`config.mk`:
```
export PLATFORM = sky130hd
export DESIGN_NAME = norm_sequencer_flat
export DESIGN_NICKNAME = d
export VERILOG_FILES = /design/src/rtl/norm_sequencer_pkg.sv /design/src/rtl/norm_sequencer_if.sv /design/src/rtl/norm_sequencer_zero_counter.sv /design/src/rtl/norm_sequencer.sv /design/src/flat_wrapper.sv
export SDC_FILE = /design/constraint.sdc
export NUM_CORES = 1
export LEC_CHECK = 0
export ABC_AREA = 1
export BUFFER_PORTS_ARGS = -buffer_cell sky130_fd_sc_hd__buf_2
export CAP_MARGIN = 20
export CORE_MARGIN = 1
export CORE_UTILIZATION = 38
export CTS_CLUSTER_DIAMETER = 30
export DETAILED_ROUTE_END_ITERATION = 6
export HOLD_SLACK_MARGIN = 0.02
export SLEW_MARGIN = 20
export SYNTH_ARGS = -nofsm -noshare
export SYNTH_HDL_FRONTEND = slang
export SYNTH_SLANG_ARGS = --single-unit
```
`constraint.sdc`:
```
create_clock -name clk -period 2.55 [get_ports clk]
set_input_delay 0.1275 -clock clk [delete_from_list [all_inputs] [get_ports clk]]
set_output_delay 0.1275 -clock clk [all_outputs]
set_load 0.1 [all_outputs]
```
`src/rtl/norm_sequencer_pkg.sv`:
```
// Shared definitions for the normalization sequencer and the rounding stage:
// FSM state encoding and the leading-zero count width derivation.
package norm_sequencer_pkg;

  typedef logic [1:0] state_t;

  localparam state_t IDLE  = 2'd0;
  localparam state_t COUNT = 2'd1;
  localparam state_t SHIFT = 2'd2;
  localparam state_t DONE  = 2'd3;

  function automatic int lz_width(input int mant_w);
    return $clog2(mant_w + 1);
  endfunction

  function automatic int max_int(input int a, input int b);
    return (a > b) ? a : b;
  endfunction

endpackage

```
`src/rtl/norm_sequencer_if.sv`:
```
// Operand/result handshake bundle between the mantissa multiplier, the
// normalization sequencer and the rounding/packing stage.
interface norm_sequencer_if #(
  parameter int MANT_W = 16,
  parameter int EXP_W  = 8
);
  logic              in_valid;
  logic              in_ready;
  logic [MANT_W-1:0] in_mant;
  logic [EXP_W-1:0]  in_exp;
  logic              out_valid;
  logic              out_ready;
  logic [MANT_W-1:0] out_mant;
  logic [EXP_W-1:0]  out_exp;
  logic              out_zero;
  logic              out_uflow;

  modport master (
    output in_valid, in_mant, in_exp, out_ready,
    input  in_ready, out_valid, out_mant, out_exp, out_zero, out_uflow
  );

  modport slave (
    input  in_valid, in_mant, in_exp, out_ready,
    output in_ready, out_valid, out_mant, out_exp, out_zero, out_uflow
  );
endinterface

```
`src/rtl/norm_sequencer_zero_counter.sv`:
```
// Combinational zero counter: leading zeros (REVERSE=0) or trailing zeros
// (REVERSE=1); an all-zero input yields IN_W.
module zero_counter #(
  parameter int IN_W    = 16,
  parameter bit REVERSE = 1'b0
) (
  input  logic [IN_W-1:0]            data,
  output logic [$clog2(IN_W+1)-1:0]  count
);
  localparam int CNT_W = $clog2(IN_W + 1);

  logic [IN_W-1:0] scan_s;
  logic            found_s;

  // Priority scan from the top of the (optionally bit-reversed) word.
  always_comb begin
    scan_s  = '0;
    count   = CNT_W'(IN_W);
    found_s = 1'b0;
    for (int i = 0; i < IN_W; i++) begin
      scan_s[i] = REVERSE ? data[IN_W-1-i] : data[i];
    end
    for (int i = IN_W - 1; i >= 0; i--) begin
      if (!found_s && scan_s[i]) begin
        count   = CNT_W'(IN_W - 1 - i);
        found_s = 1'b1;
      end else begin
        found_s = found_s;
      end
    end
  end

endmodule

```
`src/rtl/norm_sequencer.sv`:
```
// Multi-cycle mantissa normalizer: counts leading zeros once, then shifts at
// most STEP bits per cycle while decrementing the exponent (clamped at 0).
module norm_sequencer
  import norm_sequencer_pkg::*;
#(
  parameter int MANT_W = 16,
  parameter int EXP_W  = 8,
  parameter int STEP   = 4
) (
  input  logic             clk,
  input  logic             rst,
  norm_sequencer_if.slave  bus
);
  localparam int LZ_W  = lz_width(MANT_W);
  localparam int CMP_W = max_int(LZ_W, EXP_W);
  localparam int S_W   = $clog2(STEP + 1);

  state_t            state_r;
  logic [MANT_W-1:0] mant_r;
  logic [EXP_W-1:0]  exp_r;
  logic [LZ_W-1:0]   rem_r;
  logic              zero_r;
  logic              uflow_r;

  logic [LZ_W-1:0]   lz_s;
  logic [CMP_W-1:0]  lz_ext_s;
  logic [CMP_W-1:0]  exp_ext_s;
  logic [CMP_W-1:0]  shift_ext_s;
  logic              uflow_s;
  logic [LZ_W-1:0]   rem_init_s;
  logic [S_W-1:0]    step_s;
  logic [MANT_W-1:0] shifted_s;
  logic [LZ_W-1:0]   rem_next_s;
  logic [EXP_W-1:0]  exp_next_s;

  zero_counter #(
    .IN_W    (MANT_W),
    .REVERSE (1'b0)
  ) u_zero_counter (
    .data  (mant_r),
    .count (lz_s)
  );

  // Shift amount for COUNT: min(lz, exp), compared zero-extended so the
  // exponent clamp never lets exp wrap below zero.
  always_comb begin
    lz_ext_s    = CMP_W'(lz_s);
    exp_ext_s   = CMP_W'(exp_r);
    uflow_s     = (lz_ext_s >= exp_ext_s);
    shift_ext_s = uflow_s ? exp_ext_s : lz_ext_s;
    rem_init_s  = LZ_W'(shift_ext_s);
  end

  // One SHIFT step: s = min(STEP, rem) applied through a log2(STEP)+1 level barrel.
  always_comb begin
    if (rem_r > LZ_W'(STEP)) begin
      step_s = S_W'(STEP);
    end else begin
      step_s = S_W'(rem_r);
    end
    shifted_s = mant_r;
    for (int k = 0; k < S_W; k++) begin
      if (step_s[k]) begin
        shifted_s = shifted_s << (1 << k);
      end else begin
        shifted_s = shifted_s;
      end
    end
    rem_next_s = rem_r - LZ_W'(step_s);
    exp_next_s = exp_r - EXP_W'(step_s);
  end

  // Sequencer state and datapath registers.
  always_ff @(posedge clk) begin
    if (rst) begin
      state_r <= IDLE;
      mant_r  <= '0;
      exp_r   <= '0;
      rem_r   <= '0;
      zero_r  <= 1'b0;
      uflow_r <= 1'b0;
    end else begin
      case (state_r)
        IDLE: begin
          if (bus.in_valid) begin
            mant_r  <= bus.in_mant;
            exp_r   <= bus.in_exp;
            rem_r   <= '0;
            zero_r  <= 1'b0;
            uflow_r <= 1'b0;
            state_r <= COUNT;
          end
        end
        COUNT: begin
          if (mant_r == '0) begin
            exp_r   <= '0;
            rem_r   <= '0;
            zero_r  <= 1'b1;
            uflow_r <= 1'b0;
            state_r <= DONE;
          end else begin
            rem_r   <= rem_init_s;
            uflow_r <= uflow_s;
            state_r <= (rem_init_s == '0) ? DONE : SHIFT;
          end
        end
        SHIFT: begin
          mant_r <= shifted_s;
          exp_r  <= exp_next_s;
          rem_r  <= rem_next_s;
          if (rem_next_s == '0) begin
            state_r <= DONE;
          end
        end
        DONE: begin
          if (bus.out_ready) begin
            state_r <= IDLE;
          end
        end
        default: begin
          state_r <= IDLE;
        end
      endcase
    end
  end

  // Handshake flags come from the state register, forced low while in reset.
  assign bus.in_ready  = (state_r == IDLE) & ~rst;
  assign bus.out_valid = (state_r == DONE) & ~rst;
  assign bus.out_mant  = mant_r;
  assign bus.out_exp   = exp_r;
  assign bus.out_zero  = zero_r;
  assign bus.out_uflow = uflow_r;

endmodule

```
`src/flat_wrapper.sv`:
```
// flat-port wrapper written by rule: the top's interface ports become plain ports
module norm_sequencer_flat import norm_sequencer_pkg::*;
#(
  parameter int MANT_W = 16,
  parameter int EXP_W  = 8,
  parameter int STEP   = 4
)
  (clk, rst, bus_in_valid, bus_in_mant, bus_in_exp, bus_out_ready, bus_in_ready, bus_out_valid, bus_out_mant, bus_out_exp, bus_out_zero, bus_out_uflow);
  norm_sequencer_if #(.MANT_W(MANT_W), .EXP_W(EXP_W)) bus_i ();
  input  logic clk;
  input  logic rst;
  input wire logic [$bits(bus_i.in_valid)-1:0] bus_in_valid;
  input wire logic [$bits(bus_i.in_mant)-1:0] bus_in_mant;
  input wire logic [$bits(bus_i.in_exp)-1:0] bus_in_exp;
  input wire logic [$bits(bus_i.out_ready)-1:0] bus_out_ready;
  output wire logic [$bits(bus_i.in_ready)-1:0] bus_in_ready;
  output wire logic [$bits(bus_i.out_valid)-1:0] bus_out_valid;
  output wire logic [$bits(bus_i.out_mant)-1:0] bus_out_mant;
  output wire logic [$bits(bus_i.out_exp)-1:0] bus_out_exp;
  output wire logic [$bits(bus_i.out_zero)-1:0] bus_out_zero;
  output wire logic [$bits(bus_i.out_uflow)-1:0] bus_out_uflow;
  assign bus_i.in_valid = bus_in_valid;
  assign bus_i.in_mant = bus_in_mant;
  assign bus_i.in_exp = bus_in_exp;
  assign bus_i.out_ready = bus_out_ready;
  assign bus_in_ready = bus_i.in_ready;
  assign bus_out_valid = bus_i.out_valid;
  assign bus_out_mant = bus_i.out_mant;
  assign bus_out_exp = bus_i.out_exp;
  assign bus_out_zero = bus_i.out_zero;
  assign bus_out_uflow = bus_i.out_uflow;
  norm_sequencer #(.MANT_W(MANT_W), .EXP_W(EXP_W), .STEP(STEP)) u_core (.clk(clk), .rst(rst), .bus(bus_i));
endmodule
```
==> flow_summary.json, run 1 <==
{
  "initial_utilization_pct": 39.60,
  "clk_pin_slew_worst_paths_ns": 0.07,
  "cp-end-kind": "flip-flop",
  "drtIter0Drc": 160,
  "wl_per_cell_um": 14.19,
  "grt_max_degree": 26,
  "multi_input_area_sq_um": 2029,
  "min_from": "bus_in_exp[6]",
  "grt_pass1_vias": 2936,
  "vias_per_cell": 5.154,
  "r2r_start": "u_core.bus.out_mant[15]$_SDFFE_PP0P_",
  "outcome": "finished clean",
  "cp_data_arrival_time_ns": 2.76,
  "diodes": 0,
  "required_ns": 2.78,
  "synthesis.area_sq_um": 2888,
  "vias": 3216,
  "final_area_sq_um": 3684,
  "setup_violations": 0,
  "hold_viol": 0,
  "dp_cells": 602,
  "tightest_slew_ns": 0.6524,
  "die-area_sq_um": 7952,
  "hold-worst-slack_ns": 0.1028,
  "holdPathStages": 3,
  "path_max_fanout": 5,
  "num_rows": 31,
  "ys_seq_elements": 33,
  "syn-mean-instance-area_sq_um": 6.446,
  "clk_latency_ns": 0.29,
  "cts_tree": "built",
  "cts.sinks": 33,
  "io_pins": 56,
  "rsz0062_at_grt": "true",
  "fin_util_pct": 50.51,
  "register_area_sq_um": 703.2,
  "die_x_um": 89.18,
  "critPathMaxStageDelay_ns": 0.36,
  "startpoint_type": "flip-flop",
  "clock_path_buffers": 2,
  "syn2layout_area_growth_pct": 27.56,
  "ys_warn_count": 0,
  "track_usage_pct": 22.55,
  "path_class": "flip-flop to flip-flop",
  "fill_cells": 788,
  "period_share_pct": 99.16,
  "cts_htree_levels": 2,
  "die_y_um": 89.18,
  "syn_nets": 491,
  "fin_skew_ns": 0.006916,
  "cts_buffers": 5,
  "path_common_cell": "nand2_1",
  "final-max-slew-violation-count": 0,
  "postRouteAntennaNets": 0,
  "r2r-end": "u_core.state_r[0]$_SDFFE_PP0P_",
  "io_buffers": 55,
  "hpwlAfterDp_um": 6599,
  "overflow": 0,
  "post_synth_inst_count": 448,
  "hold_path_class": "primary input to flip-flop",
  "core_sq_um": 7292,
  "worstRegToRegCells": 21,
  "yosysSeqAreaShare_pct": 22.88,
  "cap_violations": 0,
  "netlist-cell-type-count": 45,
  "worstHoldEndpoint": "u_core.bus.out_exp[6]$_SDFFE_PP0P_",
  "grt_antenna_before_repair": 0,
  "layoutNonFillerInstCount": 624,
  "clock-root-buffer": "clkbuf_8",
  "period_needed_ns": 2.529,
  "fmax_mhz": 395.5,
  "crit_slowest_cell": "dfxtp_4",
  "grt_first_pass_wirelength_um": 13720,
  "slew_headroom_pct": 56.46,
  "cts_hold_buf": 0,
  "remaining_drc_errors": 0,
  "gp_congestion": 0.8915,
  "nets": 568,
  "place_area_sq_um": 3349,
  "drive_gt1_share_pct": 32.38,
  "ff2ff_setup_slack_ns": 0.02,
  "wl_um": 8854,
  "dr.pass1.iters": 4,
  "crit_chain": "nor2_4, buf_4, nand3_2, nor2_1, nand3_1, nand3_1, nor2_2, and3_4, ha_4, nand2_2, nor2_2, nand2_2, nand3_4, nand2_2, o21ai_2, nand2_1, nor2_1, nand2_1, nand2_1, nand2_1, a21oi_2"
}
-- how the worst max path moves through the flow --
stage                                               startpoint                             end  slack [ns]
final                     u_core.bus.out_mant[15]$_SDFFE_PP0P_  u_core.state_r[0]$_SDFFE_PP0P_        0.02
after global routing      u_core.bus.out_mant[15]$_SDFFE_PP0P_  u_core.state_r[0]$_SDFFE_PP0P_       -0.15
after CTS                 u_core.bus.out_mant[10]$_SDFFE_PP0P_  u_core.state_r[0]$_SDFFE_PP0P_        0.01
after detailed placement  u_core.bus.out_mant[13]$_SDFFE_PP0P_  u_core.state_r[0]$_SDFFE_PP0P_       -0.04
after global placement    u_core.bus.out_mant[13]$_SDFFE_PP0P_  u_core.state_r[0]$_SDFFE_PP0P_        0.07
after floorplan           u_core.bus.out_mant[13]$_SDFFE_PP0P_  u_core.state_r[0]$_SDFFE_PP0P_        0.01
-- critical path: cells and delay by family (launching register included) --
kind                     cells  cell delay, ns
AND/OR/NAND/NOR             17            1.52
flip-flops                   1            0.36
adder cells (fa/ha/maj)      1            0.26
AO/OA/AOI/OAI                2            0.18
buffers and inverters        1            0.14
-- kinds of logic (layout without fill, tap and decap cells) --
kind of cell | count (synthesis) | after routing | share of synthesized area (%)
compound gates | 116 | 116 | 24.74
xor+xnor | 1 | 1 | 0.3033
other cells | 1 | 1 | 0.1299
mux | 5 | 5 | 1.733
fa+ha+maj | 15 | 15 | 6.759
flops | 33 | 33 | 22.88
buf+inv | 81 | 157 | 11.65
simple gates | 196 | 197 | 31.80
-- routing by layer --
layer	part of all wire [%]	vias to the layer above	global-route usage (%)
li1	-	1650	-
met1	46	1476	28.90
met3	3.8	15	3.324
met4	1.7	0	8.802
met2	48	75	38.10
met5	0	-	0
-- repair_timing --
action                                  4_1_cts  5_1_grt
gates cloned                                  0        1
resized for setup                             3       29
endpoints found under the setup margin        1        6
pin swaps                                     1       16
buffers inserted                              0       14
-- sequential cells by signal (all words and copies together) (netlist names) --
| name | flops |
|---|---|
| u_core.bus.out_uflow | 1 |
| u_core.state_r | 2 |
| u_core.bus.out_exp | 8 |
| u_core.rem_r | 5 |
| u_core.bus.out_zero | 1 |
| u_core.bus.out_mant | 16 |
-- cell usage in the layout, fill, tap and decap left out, types with 9 or more instances in the layout --
cell and count:
a21oi_1 35, buf_2 55, buf_4 26, dfxtp_1 15, dfxtp_2 10, ha_1 12
inv_1 57, nand2_1 99, nand2_2 10, nand3_1 26, nor2_1 29, o211ai_1 12
o21ai_0 29, o21ai_1 9
-- through the flow --
stage	TNS, ns	worst slack [ns]
floorplan	0	0.01431
global placement	0	0.07078
detailed placement	-0.04251	-0.04251
CTS	0	0.01221
global route	-0.6055	-0.1534
finish	0	0.02138
-- synth_stat cells (all sizes together) --
cell type	n	area, sq um
o21ai	43	226.5
a22oi	1	7.510
o211ai	12	90.09
a32oi	1	8.760
nand3	30	167.7
clkinv	2	8.750
conb	1	3.750
nand2	112	442.9
a21boi	1	7.510
mux2i	5	50.05
a211oi	5	52.55
nor3	1	10.01
dfxtp	33	660.6
fa	1	20.02
o221ai	1	8.760
a21oi	41	224.0
nor2	45	247.7
clkbuf	4	15.01
xor2	1	8.760
nand4	7	43.79
inv	66	250.3
o22ai	2	12.51
and3	1	6.260
a31oi	3	18.77
o31ai	1	7.510
ha	14	175.2
buf	9	62.55
a221oi	5	50.04
-- layout make-up --
class,instances,share of cell area (%)
multi-input cells,335,55.10
flip-flops and latches,33,19.09
repair buffers,82,13.08
clock buffers,7,2.344
well taps,99,3.363
inverters,68,7.031
Power of run 1 is left out: the tool's default activity adds up to more than one toggle a clock period on the data nets, which glitch-free logic cannot reach.
==> run 2: changes to the inputs <==
- CORE_UTILIZATION: 38 -> 45
- PLACE_DENSITY: default -> 0.67
==> flow_summary.json, run 2 (same netlist as run 1, synthesis figures left out) <==
{
  "vias_per_cell": 5.214,
  "tightest_slew_ns": 0.6546,
  "initial_utilization_pct": 47.65,
  "diodes": 0,
  "overflow": 0,
  "path_max_fanout": 8,
  "cp_data_arrival_time_ns": 2.71,
  "drive_gt1_share_pct": 28.07,
  "grt_antenna_before_repair": 0,
  "wl_per_cell_um": 13.84,
  "final-max-slew-violation-count": 0,
  "slew_headroom_pct": 56.31,
  "clock_path_buffers": 2,
  "path_class": "flip-flop to flip-flop",
  "cp-end-kind": "flip-flop",
  "hold-worst-slack_ns": 0.09969,
  "setup_violations": 0,
  "rsz0062_at_grt": "true",
  "final_common_cell": "nand2_1",
  "met3_usage_pct": 3.846,
  "num_rows": 28,
  "hold_viol": 0,
  "grt_first_pass_wirelength_um": 13190,
  "drtIter0Drc": 177,
  "cts_htree_levels": 2,
  "cts_buffers": 5,
  "vias": 3066,
  "grt_use_met1_pct": 32.51,
  "grtUsageMet2_pct": 43.97,
  "fin_util_pct": 57.62,
  "remaining_drc_errors": 0,
  "core_sq_um": 6061,
  "cts_hold_buf": 0,
  "dp_slack_ns": 0.01170,
  "cts.sinks": 33,
  "clock-root-buffer": "clkbuf_8",
  "wl_um": 8139,
  "grt_pass1_vias": 2814,
  "dr.pass1.iters": 4,
  "hpwlAfterDp_um": 6405,
  "clk_pin_slew_worst_paths_ns": 0.07,
  "syn2layout_area_growth_pct": 20.93,
  "die-area_sq_um": 6741,
  "outcome": "finished clean",
  "cts_tree": "built",
  "grt_max_degree": 26,
  "period_share_pct": 97.16,
  "startpoint_type": "flip-flop",
  "clk_latency_ns": 0.29,
  "hold_path_class": "primary input to flip-flop",
  "required_ns": 2.78,
  "nets": 555,
  "layout_common_cells": "nand2_1 (103), inv_1 (57), buf_2 (55)",
  "fmax_mhz": 403.6,
  "die_x_um": 82.11,
  "post_cts_resized": 0,
  "cap_violations": 0,
  "die_y_um": 82.11,
  "busiest_layer": "met2",
  "postCtsSetupBuffers": 0,
  "io_buffers": 55,
  "largest_reg_flops": 16,
  "postRouteAntennaNets": 0,
  "io_pins": 56,
  "finalWorstSetupSlack_ns": 0.07245,
  "period_needed_ns": 2.478,
  "track_usage_pct": 25.74,
  "gp_congestion": 0.8995,
  "fin_skew_ns": 0.007747
}
## run 2: cell types whose count changed in the layout (fill, tap and decap cells not counted), sizes merged
cell	delta
clkbuf	+1
nand3	-1
buf	-12
## run 2: stage by stage
stage	TNS, ns	area, sq um	std cells
2_1_floorplan	0	2930	448
3_3_place_gp	0	3334	580
3_5_place_dp	0	3334	580
4_1_cts	0	3446	588
5_1_grt	-0.4669	3492	588
6_report	0	3492	588
## run 2: cell type report
type                       instances  area [sq um]
sequential                        33         703.2
tap                               75         93.84
clock buffer                       8         111.4
multi-input combinational        334          1937
timing repair buffer              70         387.9
inverter                          68         259.0
fill                             619          2569
## run 2: routing by layer
layer | share of wire [%] | wire, um
met5 | 0 | 0
met4 | 1.7 | 139
met3 | 4.5 | 365
met2 | 47 | 3841
met1 | 47 | 3792
## run 2: path summary, 6_finish.rpt
| kind | from | end | cells past startpoint | slack [ns] |
|---|---|---|---|---|
| max | u_core.bus.out_mant[11]$_SDFFE_PP0P_ | u_core.state_r[0]$_SDFFE_PP0P_ | 19 | 0.07 |
| min | bus_in_exp[6] | u_core.bus.out_exp[6]$_SDFFE_PP0P_ | 3 | 0.1 |
| max reg2reg | u_core.bus.out_mant[11]$_SDFFE_PP0P_ | u_core.state_r[0]$_SDFFE_PP0P_ | 19 | 0.07 |
| min reg2reg | u_core.bus.out_uflow$_SDFFE_PP0P_ | u_core.bus.out_uflow$_SDFFE_PP0P_ | 2 | 0.48 |
## run 2: worst max-delay path, cell delays in order, from the launching register on
cell and delay (ns):
dfxtp_4 0.36, nor2_4 0.15, nand2_4 0.09, nor2_8 0.15, nand2_2 0.06, nor2_2 0.09
nand3_1 0.09, and3_1 0.19, ha_1 0.26, nand2_1 0.06, nor2_1 0.04, nand2_1 0.12
nand3_4 0.14, o21ai_2 0.17, nand2_1 0.07, nor2_1 0.10, nand2_1 0.06, nand2_1 0.06
nand2_1 0.06, a21oi_2 0.10
Power of run 2 is left out for the same reason.
